===== config.mk =====
export PLATFORM = sky130hd
export DESIGN_NAME = pic_interrupt_sequencer_flat
export DESIGN_NICKNAME = d
export VERILOG_FILES = /design/src/rtl/pic_interrupt_sequencer_if.sv /design/src/rtl/pic_interrupt_sequencer.sv /design/src/flat_wrapper.sv
export SDC_FILE = /design/constraint.sdc
export NUM_CORES = 1
export LEC_CHECK = 0
export BUFFER_PORTS_ARGS = -buffer_cell sky130_fd_sc_hd__buf_2
export CORE_UTILIZATION = 55
export CTS_CLUSTER_SIZE = 40
export DETAILED_ROUTE_END_ITERATION = 12
export PLACE_DENSITY = 0.83
export SYNTH_ARGS = -nofsm -noshare
export SYNTH_HDL_FRONTEND = slang
export SYNTH_SLANG_ARGS = --single-unit

===== constraint.sdc =====
create_clock -name CLK -period 6.33 [get_ports CLK]
set_input_delay 0.9495 -clock CLK [delete_from_list [all_inputs] [get_ports CLK]]
set_output_delay 0.9495 -clock CLK [all_outputs]
set_load 0.02 [all_outputs]

===== src/rtl/pic_interrupt_sequencer_if.sv =====
// Bus-side signals of the PIC interrupt sequencer.
// Handshakes on this bundle:
// - A write is a level strobe. WR_flag is held high while WR_cur/Ds are valid.
//   The word commits once, shortly after WR_flag falls.
// - The CPU acknowledge is two active-low INTA_N pulses. The first pulse
//   latches the winning level. VEC is valid while VEC_OE is high, which
//   spans the low phase of the second pulse.
// - fsm_state exposes the sequencer state for debug and assertion binding.
interface pic_interrupt_sequencer_if;
  logic [7:0] IR;
  logic       INTA_N;
  logic       WR_flag;
  logic [2:0] WR_cur;
  logic [7:0] Ds;
  logic       NO_ICW4;
  logic       INT;
  logic [7:0] VEC;
  logic       VEC_OE;
  logic [7:0] IRR;
  logic [7:0] ISR;
  logic [7:0] IMR;
  logic [2:0] fsm_state;

  modport master (
    output IR, INTA_N, WR_flag, WR_cur, Ds, NO_ICW4,
    input  INT, VEC, VEC_OE, IRR, ISR, IMR, fsm_state
  );

  modport slave (
    input  IR, INTA_N, WR_flag, WR_cur, Ds, NO_ICW4,
    output INT, VEC, VEC_OE, IRR, ISR, IMR, fsm_state
  );
endinterface


===== src/rtl/pic_interrupt_sequencer.sv =====
// Interrupt control core of an 8259A-style PIC (single, 8086 mode).
// Owns IRR/ISR/IMR, resolves priority, and sequences the INT/INTA handshake.
// Optional feature macro: PIC_ROTATE_EN (rotating priority through OCW2).
module pic_interrupt_sequencer #(
  parameter int SYNC_STAGES = 2
) (
  input logic CLK,
  input logic RST_N,
  pic_interrupt_sequencer_if.slave bus
);

  // At least two flops are always used, even if a smaller value is configured.
  localparam int STAGES = (SYNC_STAGES < 2) ? 2 : SYNC_STAGES;

  typedef enum logic [2:0] {IDLE, PEND, ACK1, WAIT2, ACK2} state_t;

  logic [STAGES-1:0][7:0] ir_sync;
  logic [STAGES-1:0]      inta_sync;
  logic [7:0] ir_s;
  logic       inta_s;

  logic       wr_q, wr_q_d;
  logic [2:0] cur_q;
  logic [7:0] ds_q;
  logic       commit;

  state_t     state;
  logic       int_q, vec_oe_q, spur_q;
  logic [7:0] vec_q, irr, isr, imr;
  logic [4:0] t_q;
  logic       ltim, aeoi;
  logic [2:0] id_q;
  logic [2:0] base;
  logic       inta_d;
  logic [7:0] ir_d;

  logic [7:0] irr_set, irr_upd;
  logic       inta_fall, inta_rise;
  logic [3:0] w_pick, s_pick;
  logic       w_found, s_found, req_valid;
  logic [2:0] w_id, s_id, w_rel, s_rel;
  logic [7:0] w_bit;

  // Highest-priority set bit of v, where level 'b' is highest. Returns {found, idx}.
  function automatic logic [3:0] pick(input logic [7:0] v, input logic [2:0] b);
    logic [3:0] r;
    logic [2:0] idx;
    r = 4'd0;
    for (int k = 7; k >= 0; k--) begin
      idx = b + k[2:0];
      if (v[idx]) r = {1'b1, idx};
    end
    return r;
  endfunction

  // Bring the asynchronous IR lines and INTA_N into the clock domain.
  always_ff @(posedge CLK or negedge RST_N) begin
    if (!RST_N) begin
      ir_sync   <= '0;
      inta_sync <= '1;
    end else begin
      ir_sync[0]   <= bus.IR;
      inta_sync[0] <= bus.INTA_N;
      for (int i = 1; i < STAGES; i++) begin
        ir_sync[i]   <= ir_sync[i-1];
        inta_sync[i] <= inta_sync[i-1];
      end
    end
  end

  assign ir_s   = ir_sync[STAGES-1];
  assign inta_s = inta_sync[STAGES-1];

  // Register the write strobe and hold the word/data seen while it was high.
  always_ff @(posedge CLK or negedge RST_N) begin
    if (!RST_N) begin
      wr_q   <= 1'b0;
      wr_q_d <= 1'b0;
      cur_q  <= 3'd0;
      ds_q   <= 8'd0;
    end else begin
      wr_q   <= bus.WR_flag;
      wr_q_d <= wr_q;
      if (bus.WR_flag) begin
        cur_q <= bus.WR_cur;
        ds_q  <= bus.Ds;
      end
    end
  end

  assign commit = wr_q_d & ~wr_q;

`ifndef PIC_ROTATE_EN
  assign base = 3'd0;
`endif

  // Edge mode latches rising edges, level mode follows the line. A request
  // that drops before it is acknowledged is always withdrawn.
  assign irr_set = ltim ? ir_s : (ir_s & ~ir_d);
  assign irr_upd = (irr | irr_set) & ir_s;

  // inta_d is frozen during a commit cycle, so the edge is still seen next cycle.
  assign inta_fall = inta_d & ~inta_s;
  assign inta_rise = ~inta_d & inta_s;

  // Priority resolver, with priorities measured relative to the base level.
  always_comb begin
    w_pick    = pick(irr & ~imr, base);
    s_pick    = pick(isr, base);
    w_found   = w_pick[3];
    w_id      = w_pick[2:0];
    s_found   = s_pick[3];
    s_id      = s_pick[2:0];
    w_rel     = w_id - base;
    s_rel     = s_id - base;
    w_bit     = 8'd1 << w_id;
    req_valid = w_found && (!s_found || (w_rel < s_rel));
  end

  // Control registers, IRR/ISR/IMR and the INT/INTA sequencer.
  always_ff @(posedge CLK or negedge RST_N) begin
    if (!RST_N) begin
      state    <= IDLE;
      int_q    <= 1'b0;
      vec_q    <= 8'd0;
      vec_oe_q <= 1'b0;
      spur_q   <= 1'b0;
      irr      <= 8'd0;
      isr      <= 8'd0;
      imr      <= 8'd0;
      t_q      <= 5'd0;
      ltim     <= 1'b0;
      aeoi     <= 1'b0;
      id_q     <= 3'd0;
      inta_d   <= 1'b1;
      ir_d     <= 8'd0;
`ifdef PIC_ROTATE_EN
      base     <= 3'd0;
`endif
    end else begin
      ir_d <= ir_s;
      irr  <= irr_upd;
      if (commit) begin
        case (cur_q)
          3'b000: begin
            ltim     <= ds_q[3];
            imr      <= 8'd0;
            isr      <= 8'd0;
            irr      <= 8'd0;
            aeoi     <= 1'b0;
            state    <= IDLE;
            int_q    <= 1'b0;
            vec_oe_q <= 1'b0;
`ifdef PIC_ROTATE_EN
            base     <= 3'd0;
`endif
          end
          3'b001: begin
            t_q <= ds_q[7:3];
            if (bus.NO_ICW4) aeoi <= 1'b0;
          end
          3'b011: aeoi <= ds_q[1];
          3'b100: imr  <= ds_q;
          3'b101: begin
            case (ds_q[7:5])
`ifdef PIC_ROTATE_EN
              3'b001: if (s_found) isr[s_id] <= 1'b0;
              3'b011: isr[ds_q[2:0]] <= 1'b0;
              3'b101: begin
                if (s_found) begin
                  isr[s_id] <= 1'b0;
                  base      <= s_id + 3'd1;
                end
              end
              3'b111: begin
                isr[ds_q[2:0]] <= 1'b0;
                base           <= ds_q[2:0] + 3'd1;
              end
              3'b110: base <= ds_q[2:0] + 3'd1;
`else
              3'b001, 3'b101: if (s_found) isr[s_id] <= 1'b0;
              3'b011, 3'b111: isr[ds_q[2:0]] <= 1'b0;
`endif
              default: ;
            endcase
          end
          default: ;
        endcase
      end else begin
        inta_d <= inta_s;
        case (state)
          IDLE, PEND: begin
            if (inta_fall) begin
              // First acknowledge: take the winner, or answer with level 7 if none.
              int_q <= 1'b0;
              state <= ACK1;
              if (req_valid) begin
                id_q   <= w_id;
                spur_q <= 1'b0;
                isr    <= isr | w_bit;
                irr    <= irr_upd & ~w_bit;
              end else begin
                id_q   <= 3'd7;
                spur_q <= 1'b1;
              end
            end else if (state == IDLE && req_valid) begin
              int_q <= 1'b1;
              state <= PEND;
            end else if (state == PEND && !req_valid) begin
              int_q <= 1'b0;
              state <= IDLE;
            end
          end
          ACK1: if (inta_rise) state <= WAIT2;
          WAIT2: begin
            if (inta_fall) begin
              vec_q    <= {t_q, id_q};
              vec_oe_q <= 1'b1;
              state    <= ACK2;
            end
          end
          ACK2: begin
            if (inta_rise) begin
              vec_oe_q <= 1'b0;
              if (aeoi && !spur_q) isr[id_q] <= 1'b0;
              state <= IDLE;
            end
          end
          default: state <= IDLE;
        endcase
      end
    end
  end

  assign bus.INT       = int_q;
  assign bus.VEC       = vec_q;
  assign bus.VEC_OE    = vec_oe_q;
  assign bus.IRR       = irr;
  assign bus.ISR       = isr;
  assign bus.IMR       = imr;
  assign bus.fsm_state = state;

endmodule


===== src/flat_wrapper.sv =====
// flat-port wrapper written by rule: the top's interface ports become plain ports
module pic_interrupt_sequencer_flat 
#(
  parameter int SYNC_STAGES = 2
)
  (CLK, RST_N, bus_IR, bus_INTA_N, bus_WR_flag, bus_WR_cur, bus_Ds, bus_NO_ICW4, bus_INT, bus_VEC, bus_VEC_OE, bus_IRR, bus_ISR, bus_IMR, bus_fsm_state);
  pic_interrupt_sequencer_if bus_i ();
  input logic CLK;
  input logic RST_N;
  input wire logic [$bits(bus_i.IR)-1:0] bus_IR;
  input wire logic [$bits(bus_i.INTA_N)-1:0] bus_INTA_N;
  input wire logic [$bits(bus_i.WR_flag)-1:0] bus_WR_flag;
  input wire logic [$bits(bus_i.WR_cur)-1:0] bus_WR_cur;
  input wire logic [$bits(bus_i.Ds)-1:0] bus_Ds;
  input wire logic [$bits(bus_i.NO_ICW4)-1:0] bus_NO_ICW4;
  output wire logic [$bits(bus_i.INT)-1:0] bus_INT;
  output wire logic [$bits(bus_i.VEC)-1:0] bus_VEC;
  output wire logic [$bits(bus_i.VEC_OE)-1:0] bus_VEC_OE;
  output wire logic [$bits(bus_i.IRR)-1:0] bus_IRR;
  output wire logic [$bits(bus_i.ISR)-1:0] bus_ISR;
  output wire logic [$bits(bus_i.IMR)-1:0] bus_IMR;
  output wire logic [$bits(bus_i.fsm_state)-1:0] bus_fsm_state;
  assign bus_i.IR = bus_IR;
  assign bus_i.INTA_N = bus_INTA_N;
  assign bus_i.WR_flag = bus_WR_flag;
  assign bus_i.WR_cur = bus_WR_cur;
  assign bus_i.Ds = bus_Ds;
  assign bus_i.NO_ICW4 = bus_NO_ICW4;
  assign bus_INT = bus_i.INT;
  assign bus_VEC = bus_i.VEC;
  assign bus_VEC_OE = bus_i.VEC_OE;
  assign bus_IRR = bus_i.IRR;
  assign bus_ISR = bus_i.ISR;
  assign bus_IMR = bus_i.IMR;
  assign bus_fsm_state = bus_i.fsm_state;
  pic_interrupt_sequencer #(.SYNC_STAGES(SYNC_STAGES)) u_core (.CLK(CLK), .RST_N(RST_N), .bus(bus_i));
endmodule

Yosys cells after proc, flatten, opt, wreduce, memory -nomap -nowiden
Index checks and enable logic that the tools add are counted.
{"block": "totals", "reg_bits": 88, "input_bits": 24, "out_inout_bits": 37, "elab_cells": 168}
{"block": "classes", "magnitude_cmp": 7, "eq_ne": 24, "shift": 1, "n_mux": 61, "bitwise": 22, "reduce_logical": 32}
{"operator": "$mux W8", "count": 12}
{"operator": "$mux W4", "count": 16}
{"operator": "$pmux W8 S2", "count": 4}
{"operator": "$and A8 B8 Y8", "count": 7}
{"operator": "$not A8 Y8", "count": 6}
{"operator": "$mux W3", "count": 9}
{"operator": "$ne A3 B1 Y1 const B", "count": 6}
{"operator": "$or A8 B8 Y8", "count": 2}
{"operator": "$eq A3 B3 Y1 const B", "count": 5}
{"operator": "$mux W1", "count": 14}
{"operator": "$eq A3 B2 Y1 const B", "count": 4}
{"operator": "$lt A3 B4 Y1 const B", "count": 3}
{"operator": "$pmux W3 S4", "count": 1}
{"operator": "$reduce_and A3 Y1", "count": 4}
{"operator": "$demux W1 S3", "count": 3}
{"operator": "$eq A3 B1 Y1 const B", "count": 3}
{"operator": "$ge A3 B1 Y1 const B", "count": 3}
{"operator": "$reduce_bool A3 Y1", "count": 3}
{"operator": "$ne A4 B4 Y1 const B", "count": 2}
{"operator": "$reduce_and A8 Y1", "count": 1}
{"operator": "$shl A1 B3 Y8 const A", "count": 1}
{"operator": "$logic_and A1 B1 Y1", "count": 7}
{"operator": "$logic_not A3 Y1", "count": 2}
{"operator": "$reduce_and A2 Y1", "count": 3}
{"operator": "other kinds (15)", "count": 26}

Longest topological paths before layout
{"block": "logic_depth", "ltp_word": 20, "depth_mapped": 12}

Worst setup path after synthesis
OpenSTA, ideal clock, no wires.
{"block": "synth_timing", "path_kind": "reg-to-reg", "start": "register u_core.imr[4] (netlist: u_core.bus.IMR[4])", "end": "register u_core.id_q[0]", "setup_ps": 119, "arrival_ps": 2619, "t_required_ps": 6211, "slack_ps": 3593, "stages_incl_launch_ff": 12, "path_buffers": 0, "synth_period_minus_slack_ps": 2737, "path_cell_list": "dfrtp_1 -> nand2b_1 -> nand2_1 -> o31ai_1 -> inv_1 -> ha_1 -> a21o_1 -> a211oi_2 -> o21ai_2 -> a21oi_4 -> or4b_1 -> o21a_1"}
{"block": "synth_via", "elab_chain_len": 11}
{"item": "start: declaration", "line": "pic_interrupt_sequencer.sv:29", "rtl": "logic [7:0] vec_q, irr, isr, imr;"}
{"item": "start signal: assignment", "line": "pic_interrupt_sequencer.sv:163", "rtl": "3'b100: imr <= ds_q;"}
{"item": "$not A8 Y8 (*)", "line": "pic_interrupt_sequencer.sv:108", "rtl": "w_pick = pick(irr & ~imr, base);"}
{"item": "$and A8 B8 Y8 (*)", "line": "pic_interrupt_sequencer.sv:108"}
{"item": "$mux W4 (*) (5 in a row)", "line": "pic_interrupt_sequencer.sv:51", "rtl": "if (v[idx]) r = {1'b1, idx};"}
{"item": "$lt A3 B3 Y1", "line": "pic_interrupt_sequencer.sv:117", "rtl": "req_valid = w_found && (!s_found || (w_rel < s_rel));"}
{"item": "$logic_or A1 B1 Y1", "line": "pic_interrupt_sequencer.sv:117"}
{"item": "$logic_and A1 B1 Y1", "line": "pic_interrupt_sequencer.sv:117"}
{"item": "$mux W3 (*)", "line": "pic_interrupt_sequencer.sv:197", "rtl": "if (req_valid) begin"}
{"item": "end signal: assignment", "line": "pic_interrupt_sequencer.sv:198", "rtl": "id_q <= w_id;"}
{"item": "end: declaration", "line": "pic_interrupt_sequencer.sv:32", "rtl": "logic [2:0] id_q;"}
Mark *: on every way between the ends. The rest lies on a longest branch, timed or not.
A chain may end at the register's enable or synchronous reset.

Final worst setup path
{"block": "layout_timing", "start": "register u_core.imr[5] (netlist: u_core.bus.IMR[5])", "end": "register u_core.isr[6] (netlist: u_core.bus.ISR[6])"}
{"block": "layout_via", "elab_chain_len": 14}
{"item": "$not A8 Y8 (*)", "line": "pic_interrupt_sequencer.sv:108"}
{"item": "$and A8 B8 Y8 (*)", "line": "pic_interrupt_sequencer.sv:108"}
{"item": "$mux W4 (*) (6 in a row)", "line": "pic_interrupt_sequencer.sv:51"}
{"item": "parallel branches: the longest is 6 deep, another holds $lt A3 B3 Y1"}
{"item": "end signal: assignment", "line": "pic_interrupt_sequencer.sv:200", "rtl": "isr <= isr | w_bit;"}
{"item": "end: declaration", "line": "pic_interrupt_sequencer.sv:29"}
Mark *: on every way between the ends. The select of a mux whose other input is x is not followed.

==> run metrics <==
die width=87.79 microns; Worst Setup End Kind=register; Pwr Density=422.0 mW/mm^2; RSZ-0062 raised after global routing=false; Max Root-Sink Buffers=2; final setup vio count=0; Yosys warning count=0; Slew Viols, Final=0; cts bufs inserted=9; Mapped Cells=386; overall power=0.001960 W; Yosys reg bits=88; CP arrival=3.31 ns; most frequent cell after synthesis=dfrtp_1; synthesized net count=412; DR vias=3284; crit-path cells=nand2b_1 > nand2_1 > o31ai_1 > inv_1 > ha_1 > a21o_1 > a211oi_2 > o21ai_2 > nand3_1 > nand3_2 > o32a_1; wirelength, routed=10110 microns; Hold/Removal Path Class=reg -> reg; worst endpoint required time=6.58 ns; Static Leak=2.148 nW; maximum VDD drop=221.6 uV; clock-pin slew on the worst setup and hold paths=0.10 ns; vias in the first global route=3215; clk_lat worst skew=0.36 ns; Post-DRT Antenna Nets=0; PostCTS Resize Cnt=0; Die Area=0.007706 sq mm; port bufs=60; clk_skew=0.005999 ns; P&R area growth vs syn=14.74%; Main synth FF type=dfrtp_1; CP max-delay cell=o32a_1; Yosys top cell by area=dfrtp_1; post-synthesis sequential area ratio=54.50%; Max H-tree Level=3; clk sinks=88; Worst Reg-to-Reg Cells=11; vias per cell=6.026; sequential cell area=0.002206 sq mm; Hold Path Stages=0; fin crit period=3.053 ns; DRC violations left=0; relative slew slack=53.41%; ranking of synthesized cells by area=dfrtp_1 53%, mux2_2 6.7%, nand2_1 4.8%; Peak Freq=327.6 MHz; share of layout cells above drive strength 1=27.17%; CTS Hold Bufs=0; Crit. path cell count=11; Final Hold Violating Endpoints=0; Final Cycle Share=48.23%; Syn Area/Cell=10.49 sq um; DIE HEIGHT=87.79 microns; routability cong.=0.9097; postcts setup bufs=0; largest delay contributor family on the critical path=compound AO/OA/AOI/OAI gates; Final Net Count=470; gr usage total=28.86%; mean routed wirelength per cell=18.56 microns; setup TNS=0 ns; ys async rst share=100.0%; filler cell count=535; top cells by count, synth=85 x dfrtp_1, 52 x nand2_1, 32 x nor2_1, 26 x o21ai_0, 24 x mux2_2; Unique masters post-synth=60; Worst-Margin Slew=0.6988 ns; Iter 0 DRT Violations=267; antenna cell count=0; Max-cap violations=0; I/O pins=61; Critical Path Max Stage Delay=0.40 ns; first-pass GRT wire length=16350 microns; largest net degree at the start of global routing=59; area of the multi-input gates=0.001767 sq mm; Final HPWL DP=7271 microns; CTS root buf=clkbuf_8; outcome=completed; row cnt=30; cell area after synthesis=0.004048 sq mm; Setup crit start kind=register; antenna violations before repair=0; CP Class=reg -> reg; Core ar.=0.006944 sq mm; number of enable flip-flop cells after synthesis=0; drt pass-1 iters=5; Crit Path Max Fanout=11; Buffers & Inverters on Critical Path=1; grt ovf=0; effective utilization at floorplan=58.29%; top cell type's share of synthesized area=52.55%; CTS tree=built
-- power breakdown --
| group | switching [W] | internal, W | leakage (nW) | total [W] |
|---|---|---|---|---|
| Sequential | 0.000145 | 0.000678 | 1.06 | 0.000823 |
| Clock | 0.000226 | 0.000195 | 0.111 | 0.000422 |
| Combinational | 0.000436 | 0.000279 | 0.972 | 0.000715 |
| Total | 0.000808 | 0.00115 | 2.15 | 0.00196 |
-- state kept, by name, summed over array words and instances, names as in the netlist, 2 cells and up --
name and cells:
u_core.bus.fsm_state 3, u_core.t_q 5, u_core.bus.ISR 8, u_core.ir_sync 8
u_core.ir_d 8, u_core.bus.IRR 8, u_core.inta_sync 2, u_core.cur_q 3
u_core.bus.VEC 8, u_core.ds_q 8, u_core.id_q 3, u_core.ir_s 8
u_core.bus.IMR 8
-- worst paths after layout --
path | from | endpoint | slack, ns
worst max register to register | u_core.bus.IMR[5]$_DFFE_PN0P_ | u_core.bus.ISR[6]$_DFFE_PN0P_ | 3.28
min in group asynchronous | RST_N | u_core.bus.ISR[7]$_DFFE_PN0P_ | 0.51
worst max-delay path | u_core.bus.IMR[5]$_DFFE_PN0P_ | u_core.bus.ISR[6]$_DFFE_PN0P_ | 3.28
max in group asynchronous | RST_N | u_core.ds_q[2]$_DFFE_PN0P_ | 4.79
worst min register to register | u_core.ir_sync[0]$_DFF_PN0_ | u_core.ir_s[0]$_DFF_PN0_ | 0.36
worst min-delay path | u_core.ir_sync[0]$_DFF_PN0_ | u_core.ir_s[0]$_DFF_PN0_ | 0.36
-- cell usage in the layout (no fill, tap or decap), types with 4 or more instances in the layout --
cell	synthesis	layout
nand3_1	14	14
nand2b_1	13	13
a21oi_1	17	17
o21ai_0	26	26
buf_2	3	59
mux2_2	24	24
nor2_1	32	32
nor2b_2	4	4
o21a_1	5	5
nor3_1	8	8
o31ai_1	4	4
a41oi_1	4	4
nor2b_1	8	8
dfrtp_1	85	85
inv_1	4	4
nand2_1	52	52
clkbuf_8	0	9
-- layout make-up --
type | count | share of cell area (%)
clock buffers | 9 | 2.667
clock inverters | 7 | 2.047
inverters | 4 | 0.3233
multi-input cells | 279 | 38.04
flip-flops and latches | 88 | 47.49
well taps | 96 | 2.586
repair buffers | 62 | 6.843
-- layer usage --
metal | global-route usage, % | vias to the layer above | share of wire [%]
li1 | - | 1506 | -
met1 | 38.33 | 1600 | 42
met2 | 44.75 | 147 | 47
met3 | 5.749 | 31 | 6.8
met4 | 15.95 | 0 | 3.6
met5 | 0 | - | 0
-- per-stage QoR --
step	instance area, sq um	worst slack (ns)	hold slack, ns	utilization (%)	cells
2_1_floorplan	4048	3.593	0.3312	-	386
3_3_place_gp	4425	3.483	0.3329	63.73	529
3_5_place_dp	4425	3.310	0.3371	63.73	529
4_1_cts	4644	3.279	0.3568	66.88	545
5_1_grt	4644	3.091	0.3573	66.88	545
6_report	4644	3.277	0.3564	66.88	545
-- logic make-up (layout without fill, tap and decap cells) --
family          after synthesis  count (layout)  share of synthesized area [%]
compound gates               95              95                          16.17
fa+ha+maj                     2               2                         0.6181
buf+inv                      19              82                          1.855
flops                        88              88                          54.50
mux                          24              24                          6.677
simple gates                158             158                          20.19
Power figures use the tool's default switching activity.
